==> config.mk <==
export PLATFORM = sky130hd
export DESIGN_NAME = maquina_control_param
export DESIGN_NICKNAME = d
export VERILOG_FILES = /design/src/rtl/maquina_control_param.sv
export SDC_FILE = /design/constraint.sdc
export NUM_CORES = 1
export LEC_CHECK = 0
export ABC_AREA = 1
export BUFFER_PORTS_ARGS = -buffer_cell sky130_fd_sc_hd__buf_2
export CAP_MARGIN = 20
export CORE_UTILIZATION = 45
export CTS_CLUSTER_DIAMETER = 40
export DETAILED_ROUTE_END_ITERATION = 12
export GPL_TIMING_DRIVEN = 0
export MAX_ROUTING_LAYER = met4
export PLACE_DENSITY = 0.75
export SETUP_SLACK_MARGIN = 0.1
export SLEW_MARGIN = 10
export SYNTH_ARGS = -nofsm -noshare
export SYNTH_HDL_FRONTEND = slang
export SYNTH_SLANG_ARGS = --single-unit
==> constraint.sdc <==
create_clock -name clk -period 1.57 [get_ports clk]
set_clock_uncertainty 0.15 [all_clocks]
set_input_delay 0.157 -clock clk [delete_from_list [all_inputs] [get_ports clk]]
set_output_delay 0.157 -clock clk [all_outputs]
set_load 0.005 [all_outputs]
==> src/rtl/maquina_control_param.sv <==
// Parametrised supervisor for the FIFO transaction path: tracks FIFO empty/error
// flags, latches thresholds during INIT and reports a one-hot global state.

package maquina_control_pkg;

  typedef enum logic [2:0] {
    ST_RESET  = 3'd0,
    ST_INIT   = 3'd1,
    ST_IDLE   = 3'd2,
    ST_ACTIVE = 3'd3,
    ST_ERROR  = 3'd4
  } state_t;

endpackage

module maquina_control_param
  import maquina_control_pkg::*;
#(
  parameter int                   NUM_FIFOS = 5,
  parameter int                   BITBUS    = 4,
  parameter int                   ERR_HOLD  = 2,
  parameter int                   CNT_W     = 4,
  parameter logic [NUM_FIFOS-1:0] ERR_MASK  = '1
) (
  input  logic                 clk,
  input  logic                 reset,
  input  logic                 init,
  input  logic [BITBUS-1:0]    umbralMF,
  input  logic [BITBUS-1:0]    umbralVC,
  input  logic [BITBUS-1:0]    umbralD,
  input  logic [NUM_FIFOS-1:0] Fifo_empties,
  input  logic [NUM_FIFOS-1:0] Fifo_errors,
  output logic                 init_out,
  output logic                 idle_out,
  output logic                 active_out,
  output logic                 error_out,
  output logic [BITBUS-1:0]    umbralMF_out,
  output logic [BITBUS-1:0]    umbralVC_out,
  output logic [BITBUS-1:0]    umbralD_out,
  output logic [NUM_FIFOS-1:0] error_fifos,
  output logic [CNT_W-1:0]     error_count,
  output logic [2:0]           state_out
);

  // The hold counter only ever needs to reach ERR_HOLD-1.
  localparam int               HOLD_W    = (ERR_HOLD > 1) ? $clog2(ERR_HOLD) : 1;
  localparam logic [HOLD_W-1:0] HOLD_LAST = HOLD_W'(ERR_HOLD - 1);
  localparam logic [HOLD_W-1:0] HOLD_ONE  = HOLD_W'(1);
  localparam logic [CNT_W-1:0]  CNT_ONE   = CNT_W'(1);

  state_t                 state, state_next;
  logic [HOLD_W-1:0]      hold_cnt, hold_next;
  logic [NUM_FIFOS-1:0]   masked_err;
  logic                   err;
  logic                   all_empty;
  logic                   load_thr;
  logic                   count_inc;

  assign masked_err = Fifo_errors & ERR_MASK;
  assign err        = |masked_err;
  assign all_empty  = &Fifo_empties;

  // Next-state logic. Any error in an operational state pre-empts every
  // other transition, including an init request.
  always_comb begin
    // NOTE: every signal assigned here gets a default first so no path
    // leaves it unassigned, which would infer a latch.
    state_next = state;
    hold_next  = '0;
    load_thr   = 1'b0;
    count_inc  = 1'b0;
    unique case (state)
      ST_RESET: state_next = ST_INIT;
      ST_INIT: begin
        load_thr = 1'b1;
        if (err) begin
          state_next = ST_ERROR;
          count_inc  = 1'b1;
        end else if (!init) begin
          state_next = ST_IDLE;
        end
      end
      ST_IDLE: begin
        if (err) begin
          state_next = ST_ERROR;
          count_inc  = 1'b1;
        end else if (init) begin
          state_next = ST_INIT;
        end else if (!all_empty) begin
          state_next = ST_ACTIVE;
        end
      end
      ST_ACTIVE: begin
        if (err) begin
          state_next = ST_ERROR;
          count_inc  = 1'b1;
        end else if (all_empty) begin
          state_next = ST_IDLE;
        end
      end
      ST_ERROR: begin
        // A re-asserted error restarts the dwell; leaving ERROR passes through
        // RESET so that INIT reloads the thresholds.
        if (err) begin
          hold_next = '0;
        end else if (hold_cnt == HOLD_LAST) begin
          state_next = ST_RESET;
        end else begin
          hold_next = hold_cnt + HOLD_ONE;
        end
      end
      default: state_next = ST_RESET;
    endcase
  end

  always_ff @(posedge clk) begin
    // NOTE: sequential state uses non-blocking assignments so every register
    // samples the pre-edge values, independent of statement order.
    if (!reset) begin
      state        <= ST_RESET;
      hold_cnt     <= '0;
      umbralMF_out <= '0;
      umbralVC_out <= '0;
      umbralD_out  <= '0;
      error_fifos  <= '0;
      error_count  <= '0;
    end else begin
      state       <= state_next;
      hold_cnt    <= hold_next;
      error_fifos <= error_fifos | masked_err;
      if (load_thr) begin
        umbralMF_out <= umbralMF;
        umbralVC_out <= umbralVC;
        umbralD_out  <= umbralD;
      end
      if (count_inc && (error_count != '1)) begin
        error_count <= error_count + CNT_ONE;
      end
    end
  end

  // Moore decode of the state register; RESET drives no flag.
  assign init_out   = (state == ST_INIT);
  assign idle_out   = (state == ST_IDLE);
  assign active_out = (state == ST_ACTIVE);
  assign error_out  = (state == ST_ERROR);
  assign state_out  = state;

endmodule

==> reports/metrics.yaml, run 1 <==
status:
  status: "complete, no violations"
sta:
  fmax_mhz: 704.1
  hold_ws_ps: 104.2
  worst_slew_pin_slew_ps: 229.8
  setup-tns-final_ps: 0
  timing.final.ws_setup_ps: 149.7
  slew_viol_final: 0
  fin_crit_sh_pct: 90.46
  report.final.setup_viol: 0
  slew_headroom_pct: 84.68
  rsz0062_at_grt: "yes"
  hold_viol: 0
  min_period_ps: 1420
routing:
  routed_wl_um: 3247
  drt-initial-drc-count: 24
  vias: 1306
  drt-pass1-iter-count: 4
  avgRoutedWirePerCell_um: 12.25
  drc: 0
  ant_nets: 0
  avgViaCountPerCell: 4.928
worst_setup_path:
  required_ps: 1260
  path_max_fanout: 3
  endpoint: "active_out"
  r2r_cells: 11
  r2r_start: "state_out[1]"
  arrival_ps: 1110
  end_kind: "output pin"
  r2r_end: "state_out[1]"
  critPathLaunch: "state_out[1]"
  r2r_slack_ps: 180
  start_kind: "flop"
  crit_type: "reg -> out"
clocking:
  insertion_delay_ps: 310
  cts_root_buffer: "clkbuf_4"
  cts_buffer_depth: 2
  cts_tree: "yes"
  cts_sinks: 25
  path_clk_slew_ps: 130
  htree_levels: 1
  cts_buffers: 3
synth:
  syn_avg_cell_area_um2: 7.344
  synth_fp_nets: 179
  ys_seq_area_share_pct: 44.54
  synth_warnings: 0
  syn-cell-area_um2: 1124
  synthCells: 153
  ys_types: 24
  synth_seq_cells: 25
final_layout:
  syn_to_final_growth_pct: 58.46
  fin_nets: 264
  final_layout_size_suffix_gt1_share_pct: 41.35
  utilization_pct: 78.23
  num_antenna_cells: 0
die:
  ios: 53
  core_um2: 2276
  die_area_um2: 2701
  die_w_um: 51.97
  initial_core_util_pct: 49.37
  row_count: 17
  die_h_um: 51.97
global_route:
  grt_overflow: 0
  grt_use_total_pct: 25.55
  grt_pass1_wl_um: 4899
  first_global_vias: 1153
  antenna_found_initial: 0
  grt_max_degree: 15
min_path:
  hold_class: "in -> reg"
power_and_ir_drop:
  total_power_mw: 2.393
  leakagePower_nw: 0.9258
  ir_worst_vdd_mv: 0.9339
  p_per_area_nw_per_um2: 1344
placement:
  dp_hpwl_um: 1922
  place_ws_ps: 195.3
  gp_congestion: 0.8299
  io_buffer_count: 52
job:
  drv_cap: 0
==> cell type report <==
cell class / count / area (µm²)
Multi-Input combinational cell: 110 / 591.8
Timing Repair Buffer: 80 / 528.0
Sequential cell: 25 / 511.7
Fill cell: 154 / 495.5
Inverter: 14 / 60.06
Tap cell: 28 / 35.03
Buffer: 4 / 26.28
Clock buffer: 3 / 22.52
Clock inverter: 1 / 5.005
==> per-layer routing <==
| layer | GRT usage [%] | vias to the layer above | part of all wire (%) |
|---|---|---|---|
| li1 | - | 658 | - |
| met1 | 27.63 | 600 | 42 |
| met2 | 47.44 | 40 | 52 |
| met3 | 3.509 | 8 | 4.2 |
| met4 | 8.108 | 0 | 1.8 |
| met5 | - | - | 0 |
==> through the flow <==
stage	std cells	instance area, µm²
after global routing	265	1780
after floorplan	153	1124
final	265	1780
after detailed placement	233	1419
after global placement	233	1419
after CTS	258	1687
==> synthesized netlist by cell type, drive strengths merged <==
cell	number	area share, %
clkinv	1	0.33
nor2	24	11
dfxtp	25	45
inv	13	4.3
nand2	50	19
clkbuf	2	0.67
a31oi	1	0.56
nand3	8	4.5
nand4	3	1.7
xnor2	1	0.78
xor2	1	0.78
ha	1	1.1
nor4	1	0.56
o21ai	1	0.45
buf	2	0.89
nor3	1	0.89
a21oi	18	8.0
==> registers in the layout (all words and copies together) (netlist names) <==
name,cells
umbralMF_out,4
error_fifos,5
hold_cnt,1
error_count,4
umbralVC_out,4
state_out,3
umbralD_out,4
==> report_power, final <==
part,leakage [nW],internal [mW],total [mW],switching (mW)
Clock,0.0177,0.0953,0.285,0.190
Combinational,0.701,0.572,1.19,0.613
Sequential,0.207,0.789,0.922,0.133
==> logic make-up after synthesis <==
| family | synth area share, % |
|---|---|
| AOI/OAI and AO/OA | 9.020 |
| xor gates and xnor gates | 1.559 |
| adders and majority gates | 1.113 |
| buffers and inverters | 6.236 |
| DFF | 44.54 |
| and+or+nand+nor | 37.53 |
==> placed cells by master, fill, tap and decap left out, types with 2 or more instances in the layout <==
cell type / Yosys / layout
a21oi_1: 18 / 18
clkbuf_4: 0 / 3
dfxtp_4: 0 / 3
inv_2: 5 / 4
nor2_4: 1 / 3
nand2_4: 2 / 3
dfxtp_1: 25 / 22
dlygate4sd3_1: 0 / 17
buf_2: 2 / 52
nand2_2: 3 / 3
inv_1: 8 / 7
buf_4: 0 / 9
nor2_2: 5 / 4
buf_6: 0 / 3
nor2_1: 17 / 16
nand4_1: 3 / 3
nand2_1: 45 / 44
inv_4: 0 / 3
nand3_2: 2 / 2
nand3_1: 6 / 5
clkbuf_2: 0 / 2
==> worst min-delay path by stage <==
stage	start	depth (start not counted)	slack, ps	to
finish	Fifo_errors[2]	4	100	hold_cnt
global route	Fifo_errors[3]	4	110	hold_cnt
CTS	Fifo_errors[3]	4	60	hold_cnt
detailed placement	Fifo_errors[1]	3	240	error_fifos[1]
global placement	Fifo_errors[1]	3	230	error_fifos[1]
floorplan	reset	2	130	state_out[1]
==> worst max-delay path, cell delays in order, from the launching register on <==
cell	delay [ps]
dfxtp_4	400
inv_4	50
buf_6	120
nor2_4	110
buf_2	120
==> timing repair <==
action | CTS | global route
endpoints found under the setup margin | 4 | 25
setup buffers | 3 | 7
pin swaps | 2 | 8
endpoints found under the hold margin | 19 | 0
gates resized for setup | 12 | 16
hold buffers | 18 | 0
No activity file was read; power rests on OpenSTA's default activity.
==> run 2, diff against run 1 <==
CELL_PAD_IN_SITES_DETAIL_PLACEMENT = 0   (was unset)
CELL_PAD_IN_SITES_GLOBAL_PLACEMENT = 1   (was unset)
CORE_UTILIZATION = 31   (was 45)
==> reports/metrics.yaml, run 2 (synthesis gave the netlist of run 1 again) <==
sta:
  min_period_ps: 1411  # -8.981 ps
  rsz0062_at_grt: "yes"
  worst_slew_pin_slew_ps: 226.8  # -3.014 ps
  setup-tns-final_ps: 0  # unchanged
  slew_headroom_pct: 84.84  # +0.16 points
  fin_crit_sh_pct: 89.89  # -0.57 points
  fmax_mhz: 708.6  # +0.64%
  timing.final.ws_setup_ps: 158.7  # +8.981 ps
  report.final.setup_viol: 0  # unchanged
  hold_viol: 0  # unchanged
  slew_viol_final: 0  # unchanged
die:
  die_w_um: 62.21  # +20%
  ios: 53  # unchanged
  initial_core_util_pct: 32.89  # -16 points
  die_h_um: 62.21  # +20%
  row_count: 21  # +4
  die_area_um2: 3869  # +43%
  core_um2: 3416  # +50%
routing:
  avgViaCountPerCell: 4.471  # -9.3%
  drt-initial-drc-count: 66  # +180%
  avgRoutedWirePerCell_um: 10.30  # -16%
  ant_nets: 0  # unchanged
  routed_wl_um: 2884  # -11%
  drc: 0  # unchanged
  vias: 1252  # -4.1%
  drt-pass1-iter-count: 4  # unchanged
worst_setup_path:
  required_ps: 1260  # about the same
  r2r_start: "error_count[0]"
  crit_chain: "nor2_4, nand2_2, inv_2, buf_2"
  critPathLaunch: "state_out[1]"
  crit_type: "reg -> out"
  path_max_fanout: 3  # unchanged
  cpPeakStageDelay_ps: 390  # about the same
  arrival_ps: 1100  # about the same
  cp_slowest_cell: "dfxtp_4"
  start_kind: "flop"
  end_kind: "output pin"
  critical-path-top-delay-family: "flip-flops"
  crit_buf_inv: 2  # -1
power_and_ir_drop:
  ir_worst_vdd_mv: 0.6400  # -31%
  p_per_area_nw_per_um2: 1295  # -3.7%
  leakagePower_nw: 0.8904  # -3.8%
  total_power_mw: 2.294  # -4.1%
placement:
  place_ws_ps: 178.4  # -16.97 ps
  io_buffer_count: 52  # unchanged
  gp_congestion: 0.8205  # -1.1%
  dp_hpwl_um: 2065  # +7.4%
min_path:
  hold_path_startpoint: "Fifo_errors[3]"
  hold_class: "in -> reg"
final_layout:
  syn_to_final_growth_pct: 57.68
  layout_common_cells: "52 x buf_2, 43 x nand2_1, 21 x dfxtp_1, 18 x a21oi_1, 18 x dlygate4sd3_1"
  final_layout_size_suffix_gt1_share_pct: 39.74  # -1.6 points
  fin_nets: 261  # -1.1%
  utilization_pct: 51.87  # -26 points
  largest_reg_flops: 5  # unchanged
  mostFrequentLayoutCell: "buf_2"
  top_register: "error_fifos"
  num_antenna_cells: 0  # unchanged
clocking:
  cts_buffers: 3  # unchanged
  cts_buffer_depth: 2  # unchanged
  insertion_delay_ps: 300  # about the same
  path_clk_slew_ps: 130  # about the same
  cts_sinks: 25  # unchanged
  cts_root_buffer: "clkbuf_4"
  cts_tree: "yes"
  htree_levels: 1  # unchanged
global_route:
  grt_max_degree: 14  # -1
  first_global_vias: 1105  # -4.2%
  antenna_found_initial: 0  # unchanged
  grt_overflow: 0  # unchanged
  grt_use_total_pct: 16.13  # -9.4 points
  grt_pass1_wl_um: 5016  # +2.4%
status:
  status: "complete, no violations"
job:
  drv_cap: 0  # unchanged
run 2: final cells by class:
class | count | area (µm²)
plain buffers | 3 | 15.01
clock buffers | 4 | 26.28
fillers | 369 | 1644
inverters | 14 | 62.56
multi-input cells | 110 | 586.8
flip-flops and latches | 25 | 513.0
well taps | 46 | 57.56
repair buffers | 78 | 510.5
run 2: worst reg2reg max path, cell delays in order (launching register included):
cell and delay (ps):
dfxtp_2 370, ha_1 220, nand3_1 110, nand3_2 130, inv_2 120, nand2_1 60
a21oi_1 120
run 2: final timing paths:
path,slack (ps),endpoint,depth (start not counted)
worst max register to register,230,error_count[3],6
worst min-delay path,100,hold_cnt,4
worst max-delay path,160,error_out,4
worst min register to register,320,umbralD_out[2],2
run 2: what timing repair did:
item | 4_1_cts | 5_1_grt
hold endpoints to repair | 19 | 0
hold buffers | 18 | 0
setup endpoints to repair | 4 | 25
buffers inserted | 3 | 5
gates resized for setup | 11 | 15
pin swaps | 0 | 4
run 2: power by group:
group / internal (mW) / leakage [nW] / switching (mW)
combinational: 0.524 / 0.668 / 0.563
clock: 0.0989 / 0.0150 / 0.172
sequential: 0.792 / 0.207 / 0.143
run 2: metrics by stage:
stage	hold slack [ps]	std cells	area [µm²]
after CTS	85.04	276	1705
after global placement	230.6	251	1441
after detailed placement	247.2	251	1441
final	98.92	280	1772
after floorplan	127.2	153	1124
after global routing	98.39	280	1772
run 2: per-layer routing:
layer / vias up / part of all wire, % / GRT usage (%)
met3: 2 / 4.0 / 2.022
li1: 648 / - / -
met2: 28 / 49 / 26.65
met1: 574 / 46 / 20.72
met4: 0 / 0.76 / 4.360
met5: - / 0 / -
==> run 3, diff against run 2 <==
GPL_TIMING_DRIVEN = 1   (was 0)
==> reports/metrics.yaml, run 3 (synthesis gave the netlist of run 1 again) <==
final_layout:
  multi_input_area_um2: 586.8  # unchanged
  nFillCells: 343  # -7.0%
  mostFrequentLayoutCell: "buf_2"
  syn_to_final_growth_pct: 54.68
  final_layout_size_suffix_gt1_share_pct: 39.13  # -0.61 points
  layout_common_cells: "52 x buf_2, 43 x nand2_1, 21 x dfxtp_1, 18 x a21oi_1, 18 x dlygate4sd3_1"
  fin_nets: 257  # -1.5%
  num_antenna_cells: 0  # unchanged
  largest_reg_flops: 5  # unchanged
  final_area_um2: 1738  # -1.9%
  top_register: "error_fifos"
  regArea_um2: 513.0  # unchanged
worst_setup_path:
  crit_chain: "nor2_4, nand2_2, inv_2, buf_2"
  arrival_ps: 1150  # +50 ps
  cpPeakStageDelay_ps: 400  # about the same
  start_kind: "flop"
  required_ps: 1260  # about the same
  end_kind: "output pin"
  path_max_fanout: 5  # +2
  cp_slowest_cell: "dfxtp_4"
  crit_type: "reg -> out"
global_route:
  antenna_found_initial: 0  # unchanged
  first_global_vias: 1176  # +6.4%
  grt_max_degree: 18  # +4
  grt_use_total_pct: 16.40  # +0.27 points
  grt_pass1_wl_um: 5030  # +0.28%
  grt_overflow: 0  # unchanged
die:
  die_area_um2: 3869  # unchanged
  initial_core_util_pct: 32.89  # unchanged
  die_h_um: 62.21  # unchanged
  ios: 53  # unchanged
  core_um2: 3416  # unchanged
  row_count: 21  # unchanged
  die_w_um: 62.21  # unchanged
power_and_ir_drop:
  pwr-share-clk_pct: 12.8  # +1.0 points
  power.switching_mw: 0.8835  # +0.56%
  combPwrFrac_pct: 46.0  # -1.4 points
  power.internal_mw: 1.360  # -3.9%
  leakagePower_nw: 0.8738  # -1.9%
  p_per_area_nw_per_um2: 1291  # -0.31%
  p_sw_share_pct: 39.39  # +1.1 points
  power.share.sequential_pct: 41.2  # +0.4 points
  ir_worst_vdd_mv: 0.7535  # +18%
min_path:
  hold_class: "in -> reg"
sta:
  fmax_mhz: 686.7  # -3.1%
  report.final.setup_viol: 0  # unchanged
  setup-tns-final_ps: 0  # unchanged
  rsz0062_at_grt: "yes"
  fin_crit_sh_pct: 92.75  # +2.9 points
  slew_headroom_pct: 83.38  # -1.5 points
  timing.final.ws_setup_ps: 113.8  # -44.92 ps
  slew_viol_final: 0  # unchanged
  hold_viol: 0  # unchanged
  min_period_ps: 1456  # +44.92 ps
  worst_slew_pin_slew_ps: 249.0  # +22.27 ps
placement:
  io_buffer_count: 52  # unchanged
  gp_congestion: 0.9042  # +10%
  dp_hpwl_um: 2041  # -1.1%
  placed_cell_area_um2: 1439  # -0.17%
  place_ws_ps: 208.5  # +30.09 ps
routing:
  drt-pass1-iter-count: 4  # unchanged
  vias: 1188  # -5.1%
  ant_nets: 0  # unchanged
  drc: 0  # unchanged
  routed_wl_um: 2908  # +0.83%
  drt-initial-drc-count: 34  # -48%
  avgViaCountPerCell: 4.304  # -3.7%
  avgRoutedWirePerCell_um: 10.54  # +2.3%
clocking:
  cts_buffers: 3  # unchanged
  cts_root_buffer: "clkbuf_4"
  cts_sinks: 25  # unchanged
  path_clk_slew_ps: 130  # about the same
  insertion_delay_ps: 310  # about the same
  cts_tree: "yes"
  htree_levels: 1  # unchanged
  cts_buffer_depth: 2  # unchanged
job:
  drv_cap: 0  # unchanged
status:
  status: "complete, no violations"
-- run 3: changes by cell type in the layout (fill, tap and decap cells not counted), sizes merged --
cell	before	now
buf	61	59
clkinv	1	2
clkbuf	6	3
-- run 3: critical path, delay by kind of cell (launching register included) --
family,cells,cell delay (ps)
flip-flops,1,400
AND/OR/NAND/NOR,2,240
buffers and inverters,2,190
-- run 3: area by class of cell --
type | count | area share [%]
multi-input cells | 110 | 33.77
flip-flops and latches | 25 | 29.52
repair buffers | 77 | 28.37
inverters | 14 | 3.456
well taps | 46 | 3.312
clock buffers | 3 | 1.296
clock inverters | 1 | 0.2880
-- run 3: power groups by stage --
| stage | registers, mW | logic [mW] | clock network (mW) |
|---|---|---|---|
| 3_5_place_dp | 0.893 | 0.838 | 0 |
| 2_1_floorplan | 0.901 | 0.520 | 0 |
| 5_1_grt | 0.946 | 1.16 | 0.328 |
| 4_1_cts | 0.895 | 0.910 | 0.302 |
| 6_report | 0.925 | 1.03 | 0.286 |
| 3_3_place_gp | 0.887 | 0.823 | 0 |
-- run 3: final timing paths --
check	startpoint	end	slack, ps	cells after the start
worst max-delay path	state_out[0]	error_out	110	4
worst min-delay path	Fifo_errors[3]	hold_cnt	100	4
worst max register to register	state_out[1]	state_out[0]	180	6
worst min register to register	error_count[0]	error_count[0]	320	1
-- run 3: stage by stage --
step                      util, %  std cells  power, mW  hold WS, ps
after floorplan                 -        153      1.420        127.2
after global placement      42.12        249      1.710        234.2
after detailed placement    42.12        249      1.731        239.3
after CTS                   48.79        272      2.107        68.17
after global routing        50.88        276      2.434        121.1
final                       50.88        276      2.243        97.95
-- run 3: timing repair --
action | CTS | global route
hold buffers | 18 | 0
gates resized for setup | 5 | 12
pin swaps | 0 | 1
hold endpoints to repair | 19 | 0
buffers inserted | 1 | 4
endpoints found under the setup margin | 4 | 9
-- run 3: per-layer routing --
layer	share of wire (%)	up-vias	GRT usage, %
li1	-	639	-
met2	48	26	27.06
met1	47	519	19.34
met4	1.0	0	7.849
met5	0	-	-
met3	3.8	4	2.757
